File: config.mk
export PLATFORM = sky130hd
export DESIGN_NAME = posture_judge
export DESIGN_NICKNAME = d
export VERILOG_FILES = /design/src/rtl/posture_judge.sv
export SDC_FILE = /design/constraint.sdc
export NUM_CORES = 1
export LEC_CHECK = 0
export ABC_AREA = 1
export CORE_MARGIN = 4
export CORE_UTILIZATION = 40
export CTS_CLUSTER_DIAMETER = 150
export CTS_CLUSTER_SIZE = 16
export DETAILED_ROUTE_END_ITERATION = 8
export PLACE_DENSITY = 0.63
export SLEW_MARGIN = 30
export SYNTH_ARGS = -nofsm -noshare
export SYNTH_HDL_FRONTEND = slang
export SYNTH_SLANG_ARGS = --single-unit
File: constraint.sdc
create_clock -name clk -period 2.61 [get_ports clk]
set_clock_uncertainty 0.2 [all_clocks]
set_input_delay 0.522 -clock clk [delete_from_list [all_inputs] [get_ports clk]]
set_output_delay 0.522 -clock clk [all_outputs]
set_load 0.005 [all_outputs]
File: src/rtl/posture_judge.sv
// Neck-posture alarm judge: warm-up blanking, consecutive-sample confirmation and hysteresis release.
// Optional buzzer square wave on `beep` when NECK_BEEP_EN is defined.
module posture_judge #(
  parameter int                         DATA_W    = 13,
  parameter logic signed [DATA_W-1:0]   TH_HIGH   = 13'sd2500,
  parameter logic signed [DATA_W-1:0]   TH_LOW    = 13'sd2300,
  parameter int                         N_CONFIRM = 8,
  parameter int                         N_RELEASE = 4,
  parameter int                         N_WARMUP  = 16,
  parameter int                         BEEP_HALF = 25000
) (
  input  logic                     clk,
  input  logic                     rst_n,
  input  logic signed [DATA_W-1:0] filtered_data,
  input  logic                     filter_finish,
  output logic                     alarm,
  output logic                     alarm_rise,
  output logic signed [DATA_W-1:0] peak_data,
  output logic [2:0]               state_o
`ifdef NECK_BEEP_EN
  ,
  output logic                     beep
`endif
);

  typedef enum logic [2:0] {
    WARMUP  = 3'd0,
    NORMAL  = 3'd1,
    SUSPECT = 3'd2,
    ALARM   = 3'd3,
    RELEASE = 3'd4
  } state_t;

  if (TH_LOW >= TH_HIGH || N_CONFIRM < 2 || N_CONFIRM > 255 || N_RELEASE < 2 ||
      N_RELEASE > 255 || N_WARMUP < 1 || N_WARMUP > 255 || BEEP_HALF < 1) begin : g_param_check
    $error("posture_judge: parameter out of range");
  end

  state_t                     state;
  logic [7:0]                 cnt;
  logic [7:0]                 wcnt;
  logic [8:0]                 cnt_inc;
  logic [8:0]                 wcnt_inc;
  logic                       is_bad;
  logic                       is_good;

  function automatic logic signed [DATA_W-1:0] smax(input logic signed [DATA_W-1:0] a,
                                                    input logic signed [DATA_W-1:0] b);
    return (a > b) ? a : b;
  endfunction

  assign is_bad   = filtered_data > TH_HIGH;
  assign is_good  = filtered_data < TH_LOW;
  assign cnt_inc  = {1'b0, cnt} + 9'd1;
  assign wcnt_inc = {1'b0, wcnt} + 9'd1;
  assign state_o  = state;

  always_ff @(posedge clk or negedge rst_n) begin
    if (!rst_n) begin
      state      <= WARMUP;
      cnt        <= '0;
      wcnt       <= '0;
      alarm      <= 1'b0;
      alarm_rise <= 1'b0;
      peak_data  <= '0;
    end else begin
      alarm_rise <= 1'b0;
      if (filter_finish) begin
        case (state)
          WARMUP: begin
            wcnt <= wcnt_inc[7:0];
            if (wcnt_inc == 9'(N_WARMUP)) state <= NORMAL;
          end
          NORMAL: begin
            if (is_bad) begin
              state <= SUSPECT;
              cnt   <= 8'd1;
            end
          end
          SUSPECT: begin
            if (is_bad) begin
              if (cnt_inc == 9'(N_CONFIRM)) begin
                state      <= ALARM;
                cnt        <= '0;
                alarm      <= 1'b1;
                alarm_rise <= 1'b1;
                peak_data  <= filtered_data;
              end else begin
                cnt <= cnt_inc[7:0];
              end
            end else begin
              state <= NORMAL;
              cnt   <= '0;
            end
          end
          ALARM: begin
            peak_data <= smax(peak_data, filtered_data);
            if (is_good) begin
              state <= RELEASE;
              cnt   <= 8'd1;
            end
          end
          RELEASE: begin
            peak_data <= smax(peak_data, filtered_data);
            if (is_good) begin
              if (cnt_inc == 9'(N_RELEASE)) begin
                state <= NORMAL;
                alarm <= 1'b0;
                cnt   <= '0;
              end else begin
                cnt <= cnt_inc[7:0];
              end
            end else begin
              // hysteresis-band or bad sample aborts the release run
              state <= ALARM;
              cnt   <= '0;
            end
          end
          default: begin
            state <= WARMUP;
            cnt   <= '0;
            wcnt  <= '0;
            alarm <= 1'b0;
          end
        endcase
      end
    end
  end

`ifdef NECK_BEEP_EN
  localparam int BW = (BEEP_HALF > 1) ? $clog2(BEEP_HALF) : 1;
  logic [BW-1:0] bcnt;

  // Counter is held at 0 while alarm is low, so it starts from 0 in the alarm_rise cycle.
  always_ff @(posedge clk or negedge rst_n) begin
    if (!rst_n) begin
      bcnt <= '0;
      beep <= 1'b0;
    end else if (!alarm) begin
      bcnt <= '0;
      beep <= 1'b0;
    end else if (bcnt == BW'(BEEP_HALF - 1)) begin
      bcnt <= '0;
      beep <= ~beep;
    end else begin
      bcnt <= bcnt + 1'b1;
    end
  end
`endif

endmodule
==> flow_metrics.env <==
export IMPL_syn_avg_cell_area_um2=6.880
export IMPL_maxSlewHeadroom=0.7073
export IMPL_root_buffer="clkbuf_8"
export IMPL_drive_above_1_share=0.1286
export IMPL_gp_congestion=0.8551
export IMPL_synth_top_area_cell="dfrtp_1"
export IMPL_synth_top_cells_by_count="nand2_1, inv_1, nand3_1"
export IMPL_pre_cts_ws_ps=-194.3
export IMPL_wl_per_cell_um=11.67
export IMPL_syn_area_mm2=0.002374
export IMPL_die_area_mm2=0.007230
export IMPL_async_flop_share=1.000
export IMPL_worst_hold_slack_ps=332.4
export IMPL_fmax_ghz=0.4158
export IMPL_place_port_buffers=33
export IMPL_rows=27
export IMPL_drt_iter0_markers=116
export IMPL_core_region_area_mm2=0.005642
export IMPL_met2_usage=0.2924
export IMPL_num_vias=2315
export IMPL_die_y_um=85.03
export IMPL_min_period_ps=2405
export IMPL_synth_yosys_seq_area_share=0.3585
export IMPL_clk_latency_ps=290
export IMPL_ys_flop_type="dfrtp_1"
export IMPL_num_io_pins=34
export IMPL_grt_ovfl_total=0
export IMPL_placed_cells=476
export IMPL_rrSetupSlack_ps=470
export IMPL_cts_buffers=5
export IMPL_grt_use_met1=0.2159
export IMPL_top_usage_layer="met2"
export IMPL_required_ps=2590
export IMPL_cts_htree_levels=2
export IMPL_critPathArrivalTime_ps=2390
export IMPL_crit_path_start_kind="primary input"
export IMPL_grt_use_met3=0.02233
export IMPL_antenna_cells=0
export IMPL_drc=0
export IMPL_holdPathStages=2
export IMPL_peakVddDrop_v=0.0003887
export IMPL_clockBufferDepth=2
export IMPL_syn2layout_area_growth_pct=30.21
export IMPL_yosys_cell_count_top_type="nand2_1"
export IMPL_final_max_slew_viol_count=0
export IMPL_hpwl_um=4548
export IMPL_grt_pass1_wl_um=10050
export IMPL_r2r_end="state_o[1]$_DFFE_PN0P_"
export IMPL_worst_slack_ps=204.9
export IMPL_min_to="alarm$_DFFE_PN0P_"
export IMPL_rr_worst_depth=11
export IMPL_r2r_start="cnt[1]$_DFFE_PN0P_"
export IMPL_layout_cells_non_filler=484
export IMPL_fin_nets=442
export IMPL_yosysTopAreaCellShare=0.3585
export IMPL_hold_viol=0
export IMPL_fin_area_mm2=0.003090
export IMPL_crit_type="primary input to flip-flop"
export IMPL_placed_area_mm2=0.002992
export IMPL_drt_pass1_iterations=4
export IMPL_rsz0062_at_grt="no"
export IMPL_clock_sinks=34
export IMPL_fin_crit_sh=0.9215
export IMPL_status="finished, final reports clean"
export IMPL_cts_tree="yes"
export IMPL_final_setup_viol_count=0
export IMPL_die_w_um=85.03
export IMPL_grt_max_degree=35
export IMPL_worst_slew_pin_slew_ps=439.1
export IMPL_synth_cell_types=32
export IMPL_path_cells="clkdlybuf4s50_1, inv_1, ha_1, nand2_1, inv_1, o21ai_1, nand2_1, nor2_2, nand3_1, nand3_1, nand2_2, buf_4, nand3_1, nand2_1"
export IMPL_grt_pass1_vias=2271
export IMPL_power_leakage_uw=0.001634
export IMPL_critPathSlowestCell="clkdlybuf4s50_1"
export IMPL_crit_fanout=8
export IMPL_initial_core_util=0.4207
export IMPL_p_total_uw=2515
export IMPL_via_per_inst=4.783
export IMPL_syn_inst=345
export IMPL_post_cts_buffers=0
export IMPL_hold_class="flip-flop to flip-flop"
export IMPL_ant_nets=0
export IMPL_cap_violations=0
export IMPL_cp_end_kind="flip-flop"
export IMPL_syn_num_nets=376
export IMPL_synth_warnings=0
export IMPL_ys_ff_latch=34
export IMPL_slowest_delay_ps=500
export IMPL_grt_use_total=0.1682
export IMPL_synth_top_cells_by_area="dfrtp_1, nand2_1, nand3_1"
export IMPL_hp_start="alarm$_DFFE_PN0P_"
export IMPL_drt_wl_total_um=5649
export IMPL_antenna_found_initial=0
export IMPL_clkTransAtPathRegs_ps=70
export IMPL_p_per_area_mw_per_mm2=813.9
export IMPL_synth_edff_count=0
[layer usage]
layer / routed length, um / share of wire
met2: 2734 / 0.48
met1: 2693 / 0.48
met4: 60 / 0.011
met5: 0 / 0
met3: 160 / 0.028
[how the worst max path moves through the flow]
stage | startpoint | slack [ps] | endpoint
6_report | filtered_data[10] | 200 | peak_data[9]$_DFFE_PN0P_
5_1_grt | filtered_data[12] | 10 | peak_data[12]$_DFFE_PN0P_
4_1_cts | filtered_data[10] | 110 | peak_data[9]$_DFFE_PN0P_
3_5_place_dp | filtered_data[10] | -190 | peak_data[9]$_DFFE_PN0P_
3_3_place_gp | filtered_data[10] | -130 | peak_data[9]$_DFFE_PN0P_
2_1_floorplan | filtered_data[10] | 340 | peak_data[0]$_DFFE_PN0P_
[area by class of cell]
class / count / area (um^2)
Clock buffer: 7 / 86.33
Clock inverter: 1 / 5.005
Fill cell: 542 / 2551
Inverter: 55 / 206.4
Multi-Input combinational cell: 252 / 1296
Sequential cell: 34 / 850.8
Tap cell: 72 / 90.09
Timing Repair Buffer: 63 / 555.5
[placed cells by master, fill, tap and decap left out]
cell / netlist / layout
nand3b_1: 1 / 1
nor2_4: 1 / 1
inv_2: 1 / 1
nand4_1: 2 / 2
clkbuf_8: 0 / 6
nor3b_1: 1 / 1
a21boi_0: 1 / 1
o32ai_1: 1 / 1
o21bai_1: 1 / 1
inv_1: 54 / 54
nand3b_4: 1 / 1
nand3_2: 3 / 3
o22ai_1: 4 / 4
o21ai_1: 1 / 3
nor2_1: 36 / 34
nand3_1: 44 / 44
a21oi_2: 1 / 1
clkinv_2: 0 / 1
nor2_2: 2 / 4
nor3_1: 5 / 5
o211ai_1: 1 / 1
nand2_4: 1 / 1
o21a_1: 1 / 1
buf_4: 1 / 30
clkdlybuf4s50_1: 0 / 33
nand2_1: 107 / 106
o21ai_0: 9 / 7
a21oi_1: 6 / 6
clkbuf_1: 1 / 1
xor2_1: 4 / 4
nand2_2: 3 / 4
dfrtp_1: 34 / 34
ha_1: 15 / 15
[cell families after synthesis]
group                      count (synthesis)  synth area share
DFF                                       34            0.3585
xor gates and xnor gates                   4           0.01476
AOI/OAI and AO/OA                         26           0.06431
and+or+nand+nor                          207            0.3848
adders and majority gates                 15           0.07907
buffers and inverters                     59           0.09857
[state kept, by name, indices dropped and copies added (netlist names)]
signal      cells
cnt             8
state_o         3
alarm_rise      1
wcnt            8
peak_data      13
alarm           1
[through the flow]
step | setup TNS [ps] | util
6_report | 0 | 0.5478
5_1_grt | 0 | 0.5478
4_1_cts | 0 | 0.5465
3_5_place_dp | -2311 | 0.5303
3_3_place_gp | -1602 | 0.5303
2_1_floorplan | 0 | -
[repair_timing]
item | CTS | global route
endpoints found under the hold margin | 0 | 0
gates resized for setup | 0 | 5
setup endpoints to repair | 0 | 13
hold buffers | 0 | 0
[worst max-delay path: cells and delay by family]
family,cells,cell delay (ps)
AOI/OAI and AO/OA,1,100
adders and majority gates,1,310
buffers and inverters,4,770
and+or+nand+nor,8,680
[report_power, final]
group	internal, uW	switching, uW
Sequential	704	174
Combinational	595	641
Clock	213	188
(Power assumes the default switching activity.)
